### config.mk
export PLATFORM = sky130hd
export DESIGN_NAME = pc_stack
export DESIGN_NICKNAME = d
export VERILOG_FILES = /design/src/rtl/pc_stack.sv
export SDC_FILE = /design/constraint.sdc
export NUM_CORES = 1
export LEC_CHECK = 0
export CORE_MARGIN = 3
export CORE_UTILIZATION = 52
export DETAILED_ROUTE_END_ITERATION = 10
export PLACE_DENSITY = 0.82
export SYNTH_ARGS = -nofsm -noshare
export SYNTH_HDL_FRONTEND = slang
export SYNTH_SLANG_ARGS = --single-unit
export TNS_END_PERCENT = 5
### constraint.sdc
create_clock -name clk -period 3.1 [get_ports clk]
set_input_delay 0.62 -clock clk [delete_from_list [all_inputs] [get_ports clk]]
set_output_delay 0.62 -clock clk [all_outputs]
set_load 0.05 [all_outputs]
### src/rtl/pc_stack.sv
// Program counter with a hardware return-address stack for the fetch stage.
// Supports count, load, relative branch, call/ret and stall, with sticky stack error flags.
module pc_stack #(
    parameter int unsigned ADDR_W      = 8,
    parameter int unsigned OFS_W       = 6,
    parameter int unsigned STACK_DEPTH = 4
) (
    input  logic                             clk,
    input  logic                             rst,
    input  logic                             stall,
    input  logic                             count,
    input  logic                             load,
    input  logic                             branch,
    input  logic                             call,
    input  logic                             ret,
    input  logic [ADDR_W-1:0]                addr_in,
    input  logic [OFS_W-1:0]                 offset,
    input  logic                             err_clr,
    output logic [ADDR_W-1:0]                addr_out,
    output logic [ADDR_W-1:0]                top_addr,
    output logic [$clog2(STACK_DEPTH+1)-1:0] depth,
    output logic                             stack_full,
    output logic                             stack_empty,
    output logic                             ovf,
    output logic                             unf
);

    localparam int unsigned DEPTH_W = $clog2(STACK_DEPTH + 1);
    localparam int unsigned IDX_W   = (STACK_DEPTH > 1) ? $clog2(STACK_DEPTH) : 1;

    typedef enum logic [2:0] {
        CmdHold,
        CmdCount,
        CmdBranch,
        CmdLoad,
        CmdCall,
        CmdRet
    } cmd_e;

    cmd_e               cmd;
    logic [ADDR_W-1:0]  addr_q, addr_d;
    logic [DEPTH_W-1:0] depth_q, depth_d;
    logic               ovf_q, ovf_d;
    logic               unf_q, unf_d;
    logic               ovf_set, unf_set;
    logic               push;
    logic [ADDR_W-1:0]  stack_q [STACK_DEPTH];

    logic [ADDR_W-1:0]  pc_inc;
    logic [ADDR_W-1:0]  ofs_ext;
    logic [IDX_W-1:0]   top_idx;
    logic [IDX_W-1:0]   push_idx;
    logic               full, empty;

    assign pc_inc   = addr_q + ADDR_W'(1);
    assign ofs_ext  = ADDR_W'($signed(offset));
    assign full     = (depth_q == DEPTH_W'(STACK_DEPTH));
    assign empty    = (depth_q == '0);
    assign top_idx  = IDX_W'(depth_q - DEPTH_W'(1));
    assign push_idx = IDX_W'(depth_q);

    // Priority select of the single action taken this cycle.
    always_comb begin
        cmd = CmdHold;
        if (!stall) begin
            if (ret) begin
                cmd = CmdRet;
            end else if (call) begin
                cmd = CmdCall;
            end else if (load) begin
                cmd = CmdLoad;
            end else if (branch) begin
                cmd = CmdBranch;
            end else if (count) begin
                cmd = CmdCount;
            end
        end
    end

    always_comb begin
        addr_d  = addr_q;
        depth_d = depth_q;
        push    = 1'b0;
        ovf_set = 1'b0;
        unf_set = 1'b0;
        unique case (cmd)
            CmdRet: begin
                if (empty) begin
                    unf_set = 1'b1;
                end else begin
                    addr_d  = stack_q[top_idx];
                    depth_d = depth_q - DEPTH_W'(1);
                end
            end
            CmdCall: begin
                if (full) begin
                    ovf_set = 1'b1;
                end else begin
                    push    = 1'b1;
                    addr_d  = addr_in;
                    depth_d = depth_q + DEPTH_W'(1);
                end
            end
            CmdLoad:   addr_d = addr_in;
            CmdBranch: addr_d = addr_q + ofs_ext;
            CmdCount:  addr_d = pc_inc;
            default:   ;
        endcase
        // A new error event wins over a simultaneous clear.
        ovf_d = (ovf_q & ~err_clr) | ovf_set;
        unf_d = (unf_q & ~err_clr) | unf_set;
    end

    always_ff @(posedge clk or posedge rst) begin
        if (rst) begin
            addr_q  <= '0;
            depth_q <= '0;
            ovf_q   <= 1'b0;
            unf_q   <= 1'b0;
        end else begin
            addr_q  <= addr_d;
            depth_q <= depth_d;
            ovf_q   <= ovf_d;
            unf_q   <= unf_d;
        end
    end

    // Entry contents are don't-care after reset; only the depth pointer is reset.
    always_ff @(posedge clk) begin
        if (push) begin
            stack_q[push_idx] <= pc_inc;
        end
    end

    assign addr_out    = addr_q;
    assign depth       = depth_q;
    assign top_addr    = empty ? '0 : stack_q[top_idx];
    assign stack_full  = full;
    assign stack_empty = empty;
    assign ovf         = ovf_q;
    assign unf         = unf_q;

endmodule

==> results of run 1 <==
-- cell usage in the layout, fill, tap and decap left out, drive strengths merged, types with 2 or more instances in the layout --
| cell type | count |
|---|---|
| nand2b | 2 |
| nand2 | 13 |
| clkdlybuf4s50 | 37 |
| a221o | 4 |
| ha | 13 |
| a222oi | 3 |
| dfrtp | 13 |
| nor2 | 11 |
| and3 | 3 |
| nand3 | 6 |
| clkbuf | 5 |
| a21o | 5 |
| xnor2 | 12 |
| a32o | 2 |
| xor2 | 3 |
| and2 | 12 |
| o21ai | 8 |
| a31oi | 2 |
| edfxtp | 32 |
| a211oi | 3 |
| o21bai | 2 |
| nor3 | 2 |
| mux4 | 8 |
| inv | 9 |
| o31ai | 4 |
| buf | 11 |
| a21oi | 15 |
-- final cells by class --
| class | count | share of cell area [%] |
|---|---|---|
| clock buffer | 5 | 2.249 |
| clock inverter | 3 | 0.6953 |
| inverter | 8 | 0.9816 |
| multi-input combinational | 141 | 37.10 |
| sequential | 45 | 42.04 |
| tap | 52 | 2.127 |
| timing repair buffer | 48 | 14.81 |
-- power by group through the flow --
stage          registers [W]  logic (W)  clock network [W]
2_1_floorplan        0.00120    0.00125                  0
3_3_place_gp        0.000966    0.00209                  0
3_5_place_dp        0.000968    0.00212                  0
4_1_cts             0.000957    0.00212           0.000373
5_1_grt             0.000974    0.00227           0.000397
6_report            0.000957    0.00212           0.000365
-- worst max-delay path, cell delays in order, from the launching register on --
cell	delay, ns
dfrtp_1	0.42
inv_1	0.13
ha_1	0.25
nand2_1	0.23
inv_1	0.16
clkdlybuf4s50_1	0.81
-- registers in the layout, summed over array words and instances, names as in the netlist --
signal    count
addr_out      8
unf           1
depth         3
stack_q      32
ovf           1
-- worst paths after layout --
path | depth (start not counted) | startpoint | endpoint
worst min-delay path | 1 | ovf | ovf
worst max-delay path | 5 | depth[1] | stack_empty
worst min register to register | 1 | ovf | ovf
worst max register to register | 8 | addr_out[0] | addr_out[6]
min in group asynchronous | 2 | rst | unf
max in group asynchronous | 2 | rst | addr_out[6]
-- routing by layer --
layer | share of wire (%) | wire length (µm) | GRT usage [%]
met4 | 1.2 | 65 | 6.408
met2 | 48 | 2615 | 33.27
met5 | 0 | 0 | 0
met3 | 5.9 | 324 | 3.430
met1 | 45 | 2457 | 31.28
-- per-stage QoR --
stage               power (W)  setup WS, ns
global placement     0.003058        0.3450
detailed placement   0.003084        0.2797
finish               0.003438        0.1769
floorplan            0.002456       0.07615
CTS                  0.003453        0.1904
global route         0.003641        0.1070
-- logic make-up (layout without fill, tap and decap cells) --
logic type                 Yosys count  count (layout)  synth area share (%)
and+or+nand+nor                     53              53                 10.68
AOI/OAI and AO/OA                   51              51                 14.87
DFF                                 45              45                 51.30
buffers and inverters               16              64                 3.443
xor gates and xnor gates            15              15                 5.240
adders and majority gates           14              14                 7.286
muxes                                8               8                 7.186
==> impl_metrics.csv, run 1 <==
group,metric,value,unit
sta,finalSetupTns,0,ns
critical_path,r2r_setup_slack,0.82,ns
synthesis,postSynthAreaPerCell,12.41,µm²
power_and_ir_drop,seq_power_share,27.8,%
placement,post-place-cells,294,
detailed_routing,vias,1819,
detailed_routing,wl_per_cell,18.09,µm
detailed_routing,drc,0,
floorplanning,start_util,55.67,%
flow_run,drv_cap,0,
synthesis,ys_top_cells_by_area,"edfxtp_1 38%, dfrtp_1 13%, mux4_2 7.2%",
clocking,clockRootBuffer,"clkbuf_8",
sta,rsz0062_at_grt,"false",
clocking,postCtsResizedCells,0,
layout,final_area,3059,µm²
synthesis,synth-edff-count,32,
layout,multiInputGateArea,1135,µm²
sta,fmax,0.3421,GHz
sta,setup_viol,0,
sta,hold_viol,0,
synthesis,synthArstFlopShare,28.89,%
sta,worstMarginPinSlew,0.7451,ns
power_and_ir_drop,p_clk_share,10.6,%
floorplanning,core.rowCount,24,
clocking,cts_buffers,5,
critical_path,cp-start-kind,"flip-flop",
global_route,grt_pass1_wl,9.039,mm
global_route,antenna_found_initial,0,
clocking,clk_pin_slew,0.08,ns
floorplanning,die-width,75.44,µm
detailed_routing,routed_wl,5.462,mm
power_and_ir_drop,worst_ir_drop_vdd,0.7812,mV
sta,relSlewSlack,50.32,%
clocking,cts_tree,"yes",
synthesis,synth_flop_cell,"edfxtp_1",
critical_path,cp_max_fo,10,
layout,nNetsFinal,286,
sta,hold_slack,0.5039,ns
critical_path,crit_type,"reg -> out",
layout,diodes,0,
layout,final_util,67.92,%
clocking,hold_buffers,0,
sta,skew,0.002096,ns
floorplanning,core_area,4504,µm²
synthesis,yosysWarnings,0,
power_and_ir_drop,p_int,0.001760,W
critical_path,critPathArrivalTime,2.30,ns
placement,dp_hpwl,4.176,mm
detailed_routing,drt_iter0_markers,117,
global_route,grt_max_degree,18,
worst_hold_path,hold_class,"reg -> reg",
layout,syn2layout_area_growth,22.01,%
layout,n_fill_cell,343,
synthesis,synth_top_area_share,38.32,%
global_route,grt_overflow,0,
critical_path,required,2.48,ns
synthesis,synthTopCellsByCount,"32 x edfxtp_1, 15 x a21oi_1, 13 x dfrtp_1, 13 x ha_1, 13 x nand2_1",
status,status,"finished, final reports clean",
detailed_routing,firstDrtPassIters,5,
synthesis,yosysSeqAreaShare,51.30,%
critical_path,worst_setup_path_end_kind,"output port",
power_and_ir_drop,p_leak,1.195,nW
floorplanning,die_height,75.44,µm
floorplanning,dieArea,5691,µm²
clocking,clk_latency,0.30,ns
power_and_ir_drop,power_frac_comb,61.6,%
layout,drive_above_1_share,12.80,%
clocking,clkSinkCount,45,
synthesis,synthesis.area,2507,µm²
placement,gp_congestion,0.7910,
placement,placed_cell_area,2969,µm²
synthesis,syn_nets,239,
layout,final_cells,302,
power_and_ir_drop,p_per_area,1124,nW/µm²
synthesis,ys_ff_latch,45,
global_route,grt_use_total,21.43,%
global_route,grt_pass1_vias,1755,
sta,min_period,2.923,ns
sta,finalCritPeriodShare,94.29,%
layout,regArea,1286,µm²
synthesis,synthDistinctLibCells,38,
placement,port_buffers,45,
detailed_routing,vias_per_cell,6.023,
synthesis,synth_most_common_cell,"edfxtp_1",
floorplanning,ios,46,
detailed_routing,postRouteAntennaNets,0,
clocking,htreeDepth,2,
clocking,clk_path_buf_depth,2,
power_and_ir_drop,p_sw,0.001678,W
power_and_ir_drop,switching_share,48.80,%
sta,maxSlewViolCount,0,
synthesis,synth_area_leader_cell,"edfxtp_1",
clocking,post_cts_buffers,0,
synthesis,synthCells,202,
Power figures use the tool's default switching activity.
==> run 2: changes to the inputs <==
--- a/config.mk
+++ b/config.mk
@@ -6,10 +6,9 @@
 export NUM_CORES = 1
 export LEC_CHECK = 0
 export CORE_MARGIN = 3
-export CORE_UTILIZATION = 52
+export CORE_UTILIZATION = 56
 export DETAILED_ROUTE_END_ITERATION = 10
-export PLACE_DENSITY = 0.82
+export PLACE_DENSITY = 0.88
 export SYNTH_ARGS = -nofsm -noshare
 export SYNTH_HDL_FRONTEND = slang
 export SYNTH_SLANG_ARGS = --single-unit
-export TNS_END_PERCENT = 5
==> constraint.sdc (replaced) <==
create_clock -name clk -period 3.4 [get_ports clk]
set_input_delay 0.68 -clock clk [delete_from_list [all_inputs] [get_ports clk]]
set_output_delay 0.68 -clock clk [all_outputs]
set_load 0.05 [all_outputs]
==> run 2 against run 1 <==
Sequential share of layout area fell by 0.51 points. Global-route usage rose by 0.65 points. Count of clock-buffer cells in the layout did not move. Flip-flop and latch count did not move. First-iteration DRC count rose by 24%. Power fell by 4.4%. Critical path depth did not move. Non-clock buffer count fell by 1. Combinational power fell by 9%.
==> impl_metrics.csv, run 2 (same netlist as run 1, synthesis figures left out) <==
group,metric,value,unit
global_route,grt_max_degree,18,
floorplanning,core.rowCount,23,
sta,fmax,0.3374,GHz
status,status,"finished, final reports clean",
power_and_ir_drop,p_sw,0.001533,W
critical_path,cpLargestDelayFamily,"buffers and inverters",
placement,dp_hpwl,4.235,mm
sta,skew,0.006187,ns
critical_path,crit_type,"reg -> out",
detailed_routing,routed_wl,5.507,mm
detailed_routing,vias,1796,
clocking,postCtsResizedCells,0,
critical_path,worstReg2RegEnd,"addr_out[6]",
critical_path,critPathArrivalTime,2.28,ns
sta,hold_viol,0,
floorplanning,ios,46,
worst_hold_path,hold_path_end,"ovf",
global_route,grt_pass1_wl,8.797,mm
sta,relSlewSlack,50.73,%
sta,finalCritPeriodShare,87.18,%
sta,finalSetupTns,0,ns
worst_hold_path,hold_class,"reg -> reg",
critical_path,max_stage_delay,0.81,ns
sta,setup_viol,0,
power_and_ir_drop,switching_share,46.63,%
clocking,clockRootBuffer,"clkbuf_8",
layout,diodes,0,
layout,drive_above_1_share,12.45,%
detailed_routing,drt_iter0_markers,145,
clocking,clkSinkCount,45,
critical_path,path_cells,"inv_1 -> ha_1 -> nand2_1 -> inv_1 -> clkdlybuf4s50_1",
clocking,cts_tree,"yes",
layout,nNetsFinal,285,
layout,final_area,3097,µm²
global_route,grt_pass1_vias,1705,
power_and_ir_drop,power_frac_comb,58.8,%
sta,rsz0062_at_grt,"false",
clocking,clk_latency,0.29,ns
detailed_routing,firstDrtPassIters,4,
detailed_routing,vias_per_cell,6.007,
floorplanning,start_util,60.51,%
critical_path,r2r.worst_path.cells,8,
placement,port_buffers,45,
clocking,htreeDepth,2,
clocking,post_cts_buffers,0,
clocking,cts_buffers,5,
clocking,clk_pin_slew,0.08,ns
critical_path,cp-start-kind,"flip-flop",
sta,maxSlewViolCount,0,
critical_path,required,2.72,ns
global_route,grt_use_total,22.08,%
critical_path,worst_setup_path_end_kind,"output port",
power_and_ir_drop,p_leak,1.215,nW
floorplanning,core_area,4144,µm²
floorplanning,die-width,72.92,µm
layout,largest_reg_flops,32,
layout,final_common_cell,"clkdlybuf4s50_1",
sta,worstMarginPinSlew,0.7389,ns
layout,regMostFlops,"stack_q",
critical_path,cp_max_fo,10,
clocking,clk_path_buf_depth,2,
critical_path,r2r-start,"addr_out[0]",
layout,syn2layout_area_growth,23.50,%
clocking,hold_buffers,0,
power_and_ir_drop,p_per_area,1062,nW/µm²
power_and_ir_drop,p_clk_share,14.6,%
power_and_ir_drop,worst_ir_drop_vdd,0.6380,mV
detailed_routing,drc,0,
floorplanning,dieArea,5317,µm²
detailed_routing,postRouteAntennaNets,0,
sta,min_period,2.964,ns
global_route,grt_overflow,0,
global_route,antenna_found_initial,0,
critical_path,r2r_setup_slack,1.12,ns
placement,placed_cell_area,2959,µm²
power_and_ir_drop,p_int,0.001754,W
critical_path,crit_top_cell,"inv_1",
worst_hold_path,whs_path_depth,1,
worst_hold_path,hp-start,"ovf",
critical_path,crit_buf_inv,3,
layout,final_cell_mix,"37 x clkdlybuf4s50_1, 32 x edfxtp_1, 15 x a21oi_1",
flow_run,drv_cap,0,
placement,gp_congestion,0.8032,
detailed_routing,wl_per_cell,18.42,µm
critical_path,cp_slowest_cell,"clkdlybuf4s50_1",
floorplanning,die_height,72.92,µm
power_and_ir_drop,seq_power_share,26.6,%
-- run 2: cell types whose count changed in the layout (fill, tap and decap cells not counted) --
cell and delta:
buf_4 -1, bufinv_16 +2, clkinvlp_4 -1, clkinv_2 -1
-- run 2: worst max path at each step --
stage / from / endpoint / slack (ns) / cells after the start
after floorplan: depth[0] / top_addr[1] / 0.32 / 6
after global placement: offset[0] / addr_out[6] / 0.59 / 9
after detailed placement: offset[0] / addr_out[6] / 0.57 / 9
after CTS: depth[1] / stack_empty / 0.43 / 5
after global routing: depth[1] / stack_empty / 0.35 / 5
final: depth[1] / stack_empty / 0.44 / 5
-- run 2: final cells by class --
class / instances / area [µm²]
inverter: 8 / 30.03
multi-input combinational: 141 / 1135
timing repair buffer: 47 / 445.4
sequential: 45 / 1286
clock buffer: 5 / 68.82
fill: 269 / 1047
tap: 50 / 62.56
clock inverter: 3 / 68.82
-- run 2: routing by layer --
metal | wire, µm | GRT usage (%)
met5 | 0 | 0
met4 | 56 | 4.918
met3 | 248 | 3.857
met2 | 2687 | 36.17
met1 | 2514 | 31.03
-- run 2: power by group through the flow --
| stage | registers [W] | logic, W | clock network, W |
|---|---|---|---|
| after detailed placement | 0.000884 | 0.00192 | 0 |
| after floorplan | 0.00110 | 0.00114 | 0 |
| final | 0.000873 | 0.00193 | 0.000481 |
| after global routing | 0.000888 | 0.00205 | 0.000509 |
| after CTS | 0.000874 | 0.00194 | 0.000484 |
| after global placement | 0.000882 | 0.00190 | 0 |
-- run 2: per-stage QoR --
step	instances	util [%]	setup WS, ns	power, W	hold slack [ns]
after floorplan	202	-	0.3161	0.002240	0.5570
after global placement	291	71.41	0.5863	0.002780	0.4861
after detailed placement	291	71.41	0.5748	0.002808	0.5033
after CTS	299	74.73	0.4308	0.003293	0.5225
after global routing	299	74.73	0.3527	0.003450	0.5498
final	299	74.73	0.4359	0.003287	0.5252
